## config.mk

```make
export PLATFORM = sky130hd
export DESIGN_NAME = issue_control
export DESIGN_NICKNAME = d
export VERILOG_FILES = /design/src/rtl/issue_control_pkg.sv /design/src/rtl/reg_scoreboard.sv /design/src/rtl/issue_control.sv
export SDC_FILE = /design/constraint.sdc
export NUM_CORES = 2
export LEC_CHECK = 0
export ABC_CLOCK_PERIOD_IN_PS = 6350
export CAP_MARGIN = 25
export CORE_MARGIN = 2
export CORE_UTILIZATION = 28
export DETAILED_ROUTE_END_ITERATION = 7
export SLEW_MARGIN = 20
export SYNTH_ARGS = -nofsm -noshare
export SYNTH_HDL_FRONTEND = slang
export SYNTH_HIERARCHICAL = 1
export SYNTH_SLANG_ARGS = --single-unit
```

## constraint.sdc

```tcl
create_clock -name clk -period 6.35 [get_ports clk]
set_input_delay 0.635 -clock clk [delete_from_list [all_inputs] [get_ports clk]]
set_output_delay 0.635 -clock clk [all_outputs]
set_load 0.02 [all_outputs]
```

## src/rtl/issue_control_pkg.sv

```systemverilog
// Shared types for the dual-issue scheduler: unit codes, pipe selects,
// the held slot descriptor and the unit latency lookup.
package issue_control_pkg;
  typedef enum logic [1:0] {EU_FP = 2'd0, EU_FX2 = 2'd1, EU_BYTE = 2'd2, EU_FX1 = 2'd3} even_unit_e;
  typedef enum logic [1:0] {OU_PERM = 2'd0, OU_LS = 2'd1, OU_BR = 2'd2, OU_NONE = 2'd3} odd_unit_e;

  localparam logic PIPE_EVEN = 1'b0;
  localparam logic PIPE_ODD  = 1'b1;
  localparam int   NUM_REGS  = 128;
  localparam int   CNT_W     = 3;

  typedef struct packed {
    logic            pipe;
    logic [1:0]      unit;
    logic [6:0]      rt;
    logic            reg_write;
    logic [2:0][6:0] src;
    logic [2:0]      src_use;
  } slot_t;

  // Indexed by {pipe, unit}: entries 0..3 even pipe, 4..7 odd pipe.
  typedef logic [7:0][3:0] lat_tab_t;

  function automatic logic [3:0] unit_lat(logic pipe, logic [1:0] unit, lat_tab_t tab);
    return tab[{pipe, unit}];
  endfunction
endpackage

```

## src/rtl/reg_scoreboard.sv

```systemverilog
// Per-register countdown of in-flight results; reports per-slot readiness
// (all used sources and the destination idle).
module reg_scoreboard
  import issue_control_pkg::*;
(
  input  logic                  clk,
  input  logic                  reset,
  input  logic [1:0]            ld_en,
  input  logic [1:0][6:0]       ld_rt,
  input  logic [1:0][CNT_W-1:0] ld_cnt,
  input  logic [1:0][2:0][6:0]  rd_src,
  input  logic [1:0][2:0]       rd_use,
  input  logic [1:0][6:0]       rd_rt,
  input  logic [1:0]            rd_wr,
  output logic [1:0]            slot_ok
);
  logic [CNT_W-1:0] cnt [NUM_REGS];

  // A load replaces that entry's decrement in the same cycle.
  always_ff @(posedge clk) begin
    for (int r = 0; r < NUM_REGS; r++) begin
      if (reset)                             cnt[r] <= '0;
      else if (ld_en[1] && ld_rt[1] == 7'(r)) cnt[r] <= ld_cnt[1];
      else if (ld_en[0] && ld_rt[0] == 7'(r)) cnt[r] <= ld_cnt[0];
      else if (cnt[r] != '0)                 cnt[r] <= cnt[r] - 1'b1;
    end
  end

  always_comb begin
    slot_ok = '1;
    for (int s = 0; s < 2; s++) begin
      if (rd_wr[s] && cnt[rd_rt[s]] != '0) slot_ok[s] = 1'b0;
      for (int k = 0; k < 3; k++)
        if (rd_use[s][k] && cnt[rd_src[s][k]] != '0) slot_ok[s] = 1'b0;
    end
  end
endmodule

```

## src/rtl/issue_control.sv

```systemverilog
// Holds one decoded pair and steers its slots to the even/odd pipes,
// dual-issuing when hazard-free and otherwise issuing in program order.
module issue_control
  import issue_control_pkg::*;
#(
  parameter int LAT_FP   = 6,
  parameter int LAT_FX2  = 4,
  parameter int LAT_BYTE = 4,
  parameter int LAT_FX1  = 2,
  parameter int LAT_PERM = 4,
  parameter int LAT_LS   = 6,
  parameter int LAT_BR   = 1
) (
  input  logic                 clk,
  input  logic                 reset,
  input  logic                 pair_valid,
  output logic                 pair_ready,
  input  logic [1:0]           slot_valid,
  input  logic [1:0]           slot_pipe,
  input  logic [1:0][1:0]      slot_unit,
  input  logic [1:0][6:0]      slot_rt,
  input  logic [1:0]           slot_reg_write,
  input  logic [1:0][2:0][6:0] slot_src,
  input  logic [1:0][2:0]      slot_src_use,
  input  logic                 flush,
  output logic                 issue_even,
  output logic                 even_sel,
  output logic                 issue_odd,
  output logic                 odd_sel,
  output logic                 first_odd,
  output logic                 stall
);
  localparam lat_tab_t LAT_TAB = {4'(LAT_BR), 4'(LAT_BR), 4'(LAT_LS), 4'(LAT_PERM),
                                  4'(LAT_FX1), 4'(LAT_BYTE), 4'(LAT_FX2), 4'(LAT_FP)};

  // State is the pending-slot mask itself.
  typedef enum logic [1:0] {ST_EMPTY = 2'b00, ST_ONLY0 = 2'b01, ST_ONLY1 = 2'b10, ST_BOTH = 2'b11} pend_e;

  pend_e                 state, state_nxt;
  slot_t [1:0]           held;
  logic  [1:0]           ready, iss, ld_en;
  logic  [1:0][CNT_W-1:0] ld_cnt;
  logic                  raw, waw, dual, accept;

  always_ff @(posedge clk) begin
    if (reset) state <= ST_EMPTY;
    else       state <= state_nxt;
  end

  always_ff @(posedge clk) begin
    if (accept)
      for (int s = 0; s < 2; s++)
        held[s] <= '{pipe: slot_pipe[s], unit: slot_unit[s], rt: slot_rt[s],
                     reg_write: slot_reg_write[s], src: slot_src[s], src_use: slot_src_use[s]};
  end

  always_comb begin
    raw = 1'b0;
    for (int k = 0; k < 3; k++)
      if (held[1].src_use[k] && held[1].src[k] == held[0].rt) raw = held[0].reg_write;
    waw  = held[0].reg_write && held[1].reg_write && held[0].rt == held[1].rt;
    dual = state == ST_BOTH && (&ready) && held[0].pipe != held[1].pipe && !raw && !waw;

    iss = 2'b00;
    if (!flush) begin
      if (dual)          iss = 2'b11;
      else if (state[0]) iss[0] = ready[0];
      else if (state[1]) iss[1] = ready[1];
    end

    issue_even = (iss[0] && held[0].pipe == PIPE_EVEN) || (iss[1] && held[1].pipe == PIPE_EVEN);
    even_sel   = iss[1] && held[1].pipe == PIPE_EVEN;
    issue_odd  = (iss[0] && held[0].pipe == PIPE_ODD) || (iss[1] && held[1].pipe == PIPE_ODD);
    odd_sel    = iss[1] && held[1].pipe == PIPE_ODD;
    first_odd  = (&iss) && held[0].pipe == PIPE_ODD;
    stall      = !flush && state != ST_EMPTY && iss == 2'b00;
    pair_ready = !flush && ((state & ~iss) == 2'b00);
    accept     = pair_valid && pair_ready;

    state_nxt = state;
    if (flush)       state_nxt = ST_EMPTY;
    else if (accept) state_nxt = pend_e'(slot_valid);
    else             state_nxt = pend_e'(state & ~iss);

    for (int s = 0; s < 2; s++) begin
      ld_en[s]  = iss[s] && held[s].reg_write;
      ld_cnt[s] = CNT_W'(unit_lat(held[s].pipe, held[s].unit, LAT_TAB) - 4'd1);
    end
  end

  reg_scoreboard u_sb (
    .clk     (clk),
    .reset   (reset),
    .ld_en   (ld_en),
    .ld_rt   ({held[1].rt, held[0].rt}),
    .ld_cnt  (ld_cnt),
    .rd_src  ({held[1].src, held[0].src}),
    .rd_use  ({held[1].src_use, held[0].src_use}),
    .rd_rt   ({held[1].rt, held[0].rt}),
    .rd_wr   ({held[1].reg_write, held[0].reg_write}),
    .slot_ok (ready)
  );
endmodule

```

After elaboration in Yosys (flattened, before gate mapping):

Memory sizes are Yosys's and may differ from the RTL's. A register that Yosys moved wholly into a read port is not among the register bits.
Cells that the tools add are included.

* register bits after elaboration: 72
* bits in writable memories: 384
* ROM bits: 64
* input bits: 76
* output and inout bits: 7
* word-level logic and storage cells: 3184
* memories: 3

Memories
* u_sb.cnt: depth 128, bits a word 3, rd ports 136, clocked after Yosys merged registers in 8, write ports 128, RTL line reg_scoreboard.sv:17 `logic [CNT_W-1:0] cnt [NUM_REGS];`
* (name not given): depth 8, bits a word 4, rd ports 1, clocked after Yosys merged registers in 1, write ports 0, RTL line issue_control_pkg.sv:25 `return tab[{pipe, unit}];`
* (name not given): depth 8, bits a word 4, rd ports 1, clocked after Yosys merged registers in 1, write ports 0, RTL line issue_control_pkg.sv:25

* add/sub/neg operators: 130
* order comparisons: 2
* equal/unequal tests: 260
* mux-type cells: 1951
* bitwise logic cells: 388
* reduce and logical (&&, ||, !) cells: 433

Operator list (number)
* 1-bit 2-to-1 mux: 1552
* 3-bit 2-to-1 mux: 388
* 7-bit == test, second input constant: 128
* 7-bit by 6-bit == test with 1-bit output, second input constant: 64
* 3-bit nonzero test: 136
* 3-bit by 1-bit subtractor with 3-bit output, second input constant: 130
* 1-bit OR: 384
* 1-bit logical AND: 284
* 7-bit by 5-bit == test with 1-bit output, second input constant: 32
* 7-bit by 4-bit == test with 1-bit output, second input constant: 16
* 7-bit by 3-bit == test with 1-bit output, second input constant: 8
* 7-bit 2-to-1 mux: 8
* 7-bit by 2-bit == test with 1-bit output, second input constant: 4
* 7-bit == test: 4
* 7-bit by 1-bit == test with 1-bit output, second input constant: 2
* 7-bit zero test: 2
* 3-bit by 4-bit less-than comparator with 1-bit output, second input constant: 2
* 2-bit 2-to-1 mux: 3
* 2-bit zero test: 2
* 2-bit AND reduction: 2
* 1-bit zero test: 3
* 2-bit AND: 1
* 2-bit == test, second input constant: 1
* 1-bit logical OR: 2
* other kinds (5): 6

Depth between registers and ports, before layout:

* depth in word-level cells: 21
* mapped depth: 24
* gate-level depth less buffers: 18

Hierarchy:

Netlist, hierarchy kept.

By module, submodules not included
* reg_scoreboard: times used 1, cells an instance 4431, area each 41120.7 µm², sequential area each 11531.1 µm²
* issue_control: times used 1, cells an instance 195, area each 3079.2 µm², sequential area each 2262.2 µm²

Worst setup path before layout:

Ideal clock, no wire load.

* path type: register to register
* start: register held[25] (netlist bit)
* end: memory u_sb.cnt[108][0] (data pin)
* setup time: 0.152 ns
* arrival time: 5.297 ns
* data required time: 6.198 ns
* setup slack: 0.901 ns
* stages on the path, launching flop included: 22
* buffers on the path: 6
* clock period less this slack: 5.449 ns
* path through: edfxtp_1 -> buf_2 -> buf_4 -> mux4_2 -> mux2_2 -> a211oi_1 -> nor3_1 -> o311a_1 -> nor4_1 -> and3_1 -> nand2_1 -> nor3_2 -> a21oi_1 -> nor3b_1 -> or3b_1 -> clkbuf_1 -> nor2_1 -> clkbuf_1 -> clkbuf_1 -> buf_1 -> a32oi_1 -> o21ai_0

RTL lines
* start: declaration: RTL line issue_control.sv:40 `slot_t [1:0] held;`
* start signal: indexed assignment: RTL line issue_control.sv:53 `held[s] <= '{pipe: slot_pipe[s], unit: slot_unit[s], rt: slot_rt[s],`
* end: declaration: RTL line reg_scoreboard.sv:17

Worst setup path after layout:

* start: register held[52] (netlist bit)
* end: output issue_odd

* longest elaborated chain between the ends: 10
* elaborated cells on any way between the ends: 11
* those cells by class: eq/ne (1); mux (3); reduce/logical (7)

Ends and longest elaborated chain
* 7-bit == test *: RTL line issue_control.sv:60 `if (held[1].src_use[k] && held[1].src[k] == held[0].rt) raw = held[0].reg_write;`
* 1-bit logical AND *: RTL line issue_control.sv:60
* 1-bit 2-to-1 mux *: RTL line issue_control.sv:60
* 1-bit zero test *: RTL line issue_control.sv:62 `dual = state == ST_BOTH && (&ready) && held[0].pipe != held[1].pipe && !raw && !waw;`
* 1-bit logical AND * (2 in series): RTL line issue_control.sv:62
* 2-bit 2-to-1 mux *: RTL line issue_control.sv:66 `if (dual) iss = 2'b11;`
* 2-bit 2-to-1 mux *: RTL line issue_control.sv:65 `if (!flush) begin`
* 1-bit logical AND: RTL line issue_control.sv:73 `issue_odd = (iss[0] && held[0].pipe == PIPE_ODD) || (iss[1] && held[1].pipe == PIPE_ODD);`
* 1-bit logical OR *: RTL line issue_control.sv:73
* end: declaration: RTL line issue_control.sv:28 `output logic issue_odd,`

Every way passes the cells marked *; elsewhere a longest branch is shown, timed or not.

==> key figures <==
Final layout
  • Share of cells above drive strength 1: 16.0%
  • Layout area overhead: 15.3%
  • Fin nets: 4964

Die
  • Num rows: 145
  • Die width: 401 um
  • Die Ht: 401 um
  • Initial Utilization: 28.2%
  • # IOs: 83
  • Die ar.: about 160000 sq um
  • Core area: 157000 sq um

Critical path
  • Critical path data required time: 5.71 ns
  • Reg2reg start: held[52]
  • Crit end category: output pin
  • Critical path class: reg2out
  • CP Max Fanout: 6
  • R2R cell count: 21
  • Setup crit start: held[52]
  • Worst setup SP type: register
  • Critical Path AT: 5.59 ns

STA
  • Final setup violating endpoints: 0
  • Worst Tran Pin Value: 1.20 ns
  • Worst clock skew: 0.0339 ns
  • Min Tclk post-route: just over 6 ns
  • Final setup TNS: 0 ns
  • Slew Viols, Final: 0
  • Final Cycle Share: 98.0%
  • Unrepaired setup endpoints after global routing: no
  • Fin. Hold Viols: 0
  • Max Fclk: roughly 160 MHz
  • Max_slew headroom: 20.3%

GRT
  • GR Util met1: 35.9%
  • First-pass GRT wire length: roughly 330000 um
  • Global Route Usage Sum: 27.8%
  • Remaining global-route overflow: 0
  • Busiest grt layer: met2
  • Met3 GRT Util: 10.2%
  • Via count of the first global-routing pass: roughly 42000
  • Met2 usage: 38.5%
  • Initial antenna violation count: 23
  • Largest net degree at the start of global routing: 129

Synthesis
  • Yosys top cell area share: 30.8%
  • Asr flop ratio synth: 0%
  • Top FF cell, synth: edfxtp_1
  • Syn Nets: 4960
  • Number of flops mapped to enable cells by yosys: 454
  • YS warnings: 6
  • Syn avg cell area: around 9.6 sq um
  • Area leader, netlist: edfxtp_1
  • Post-synthesis sequential area ratio: 31.2%
  • Distinct cells, synth: 85
  • Cells after Synth: between 4000 and 5000
  • Area contributors post-synth: edfxtp_1, mux4_2, a32oi_1
  • #FFs+latches synth: 462
  • Mapped Area: 44200 sq um

Power
  • Leak: between 15 and 20 nW
  • Pwr Density: 394 nW/um^2
  • Design Power: 20.1 mW
  • Max VDD drop: 0.274 mV

Clocking
  • Clock sinks: 462
  • Maximum clock path buffer count: 3
  • Clk slew on worst S/H paths: 0.06 ns
  • Worst skew pair latency: ~0.74 ns
  • H-tree depth: 2
  • CTS Buf Count: just under 60
  • Cts hold-fix bufs: 0
  • CTS tree: built
  • Root Driver: clkbuf_16

Job
  • Number of max-cap violations: 0

Detailed routing
  • Post-Route WL: 235000 um
  • Routed WL per cell: 34.8 um
  • Total vias in the final route: around 46000
  • Drt first pass iters: 8
  • Vias per inst: approximately 6.8
  • Drt drc: 4
  • Routed Antenna Nets: 0
  • DRT iter0 DRCs: 7854

Worst hold path
  • Hold Crit Start: slot_src[32]
  • Hold Path Stages: 1
  • Type of the most critical hold path: in2reg

Outcome
  • Violated checks: design-rule violations
  • Status: complete, but fails checks

Placement
  • GP Congestion: 1.10
  • HPWL Detailed: ~170000 um
  • Port bufs: 82
[cell type report]
type                       instances  area [sq um]
fill                           15926        106000
multi-input combinational       3300         27300
sequential                       462         13800
timing repair buffer             389          3840
tap                             2058          2570
inverter                         418          1580
clock buffer                      75          1570
clock inverter                    31           299
antenna                           18          45.0
[power by group]
| part | internal (mW) | switching [mW] |
|---|---|---|
| combinational | 4.05 | 5.58 |
| sequential | 5.04 | 2.00 |
| clock | 1.90 | 1.50 |
| total | 11.0 | 9.08 |
[cells by family after synthesis]
family                   after synthesis  synth area share, %
flip-flops                           462                 31.2
XOR/XNOR                              35                0.694
multiplexers                         353                 15.8
AND/OR/NAND/NOR                     1136                 13.0
buffers and inverters                864                 7.71
adder cells (fa/ha/maj)              258                 7.30
AO/OA/AOI/OAI                       1518                 24.2
[synth_stat cells (14+ instances only)]
library cell and number:
mux2i_1 58, nor2b_1 28, inv_1 408, a211oi_1 192, xnor2_1 17, nand2b_1 160
o21ai_1 53, nand3_1 32, o211ai_1 18, a21oi_1 126, a2111oi_0 36, a32oi_1 382
mux2_2 21, ha_1 258, mux4_2 270, nand2_1 238, nor3_1 311, nor2_1 176
clkbuf_1 285, nor3b_1 15, xor2_1 18, or3_1 35, o2111ai_1 14, nand4_1 21
buf_1 76, edfxtp_1 454, a221oi_1 119, o21ai_0 402, a31oi_1 60, a311oi_1 26
buf_2 73, nor4_1 55
[sequential cells by signal (all words and copies together), names as in the netlist, named ones only]
register,cells
u_sb/cnt,384
held,70
state,2
[metal layers]
metal	vias to the layer above	part of all wire [%]
met1	22470	36
met2	4177	40
met5	-	0.055
met3	867	16
li1	18618	-
met4	20	7.9
[critical path: stages, from the launching register on]
cell	delay (ns)
edfxtp_1	0.98
nand2b_1	0.67
a211oi_1	0.10
nor4_1	0.33
buf_4	0.23
nor4_1	0.05
a311oi_1	0.30
o311a_1	0.31
nor3_1	0.12
nor4b_2	0.31
nand2_1	0.14
nor3_2	0.20
buf_4	0.21
nand3_1	0.08
a31oi_1	0.19
clkdlybuf4s50_1	0.64
[repair_timing]
item                                   4_1_cts  5_1_grt
endpoints found under the hold margin        0        0
buffers inserted                             0        4
resized for setup                            0        4
setup endpoints to repair                    0       71
[path summary, 6_finish.rpt]
| check | endpoint | slack [ns] |
|---|---|---|
| worst max-delay path | issue_odd | 0.13 |
| worst min-delay path | held[49] | 0.46 |
| worst max register to register | u_sb/cnt[116][1] | 0.25 |
| worst min register to register | register | 0.61 |
[cells in the final DEF (no fill, tap or decap), drive strengths merged, types with 60 or more instances in the layout]
| cell | n |
|---|---|
| a221oi | 119 |
| o21ai | 456 |
| a32oi | 382 |
| a211oi | 192 |
| nand2b | 160 |
| ha | 258 |
| nor3 | 312 |
| clkdlybuf4s50 | 81 |
| buf | 308 |
| edfxtp | 454 |
| nor2 | 176 |
| mux4 | 274 |
| nand2 | 238 |
| clkbuf | 75 |
| a21oi | 126 |
| a31oi | 60 |
| inv | 422 |
[per-stage QoR]
stage,instance area [sq um],hold WS [ns],utilization [%],setup WS (ns),cells
after floorplan,44200,0.556,-,0.901,4626
after global placement,48900,0.582,31.3,0.0550,6619
after detailed placement,49000,0.595,31.3,0.364,6622
after CTS,50800,0.462,32.5,0.0351,6728
after global routing,50900,0.460,32.5,0.0248,6734
final,51000,0.462,32.6,0.128,6751
(Power assumes the default switching activity.)
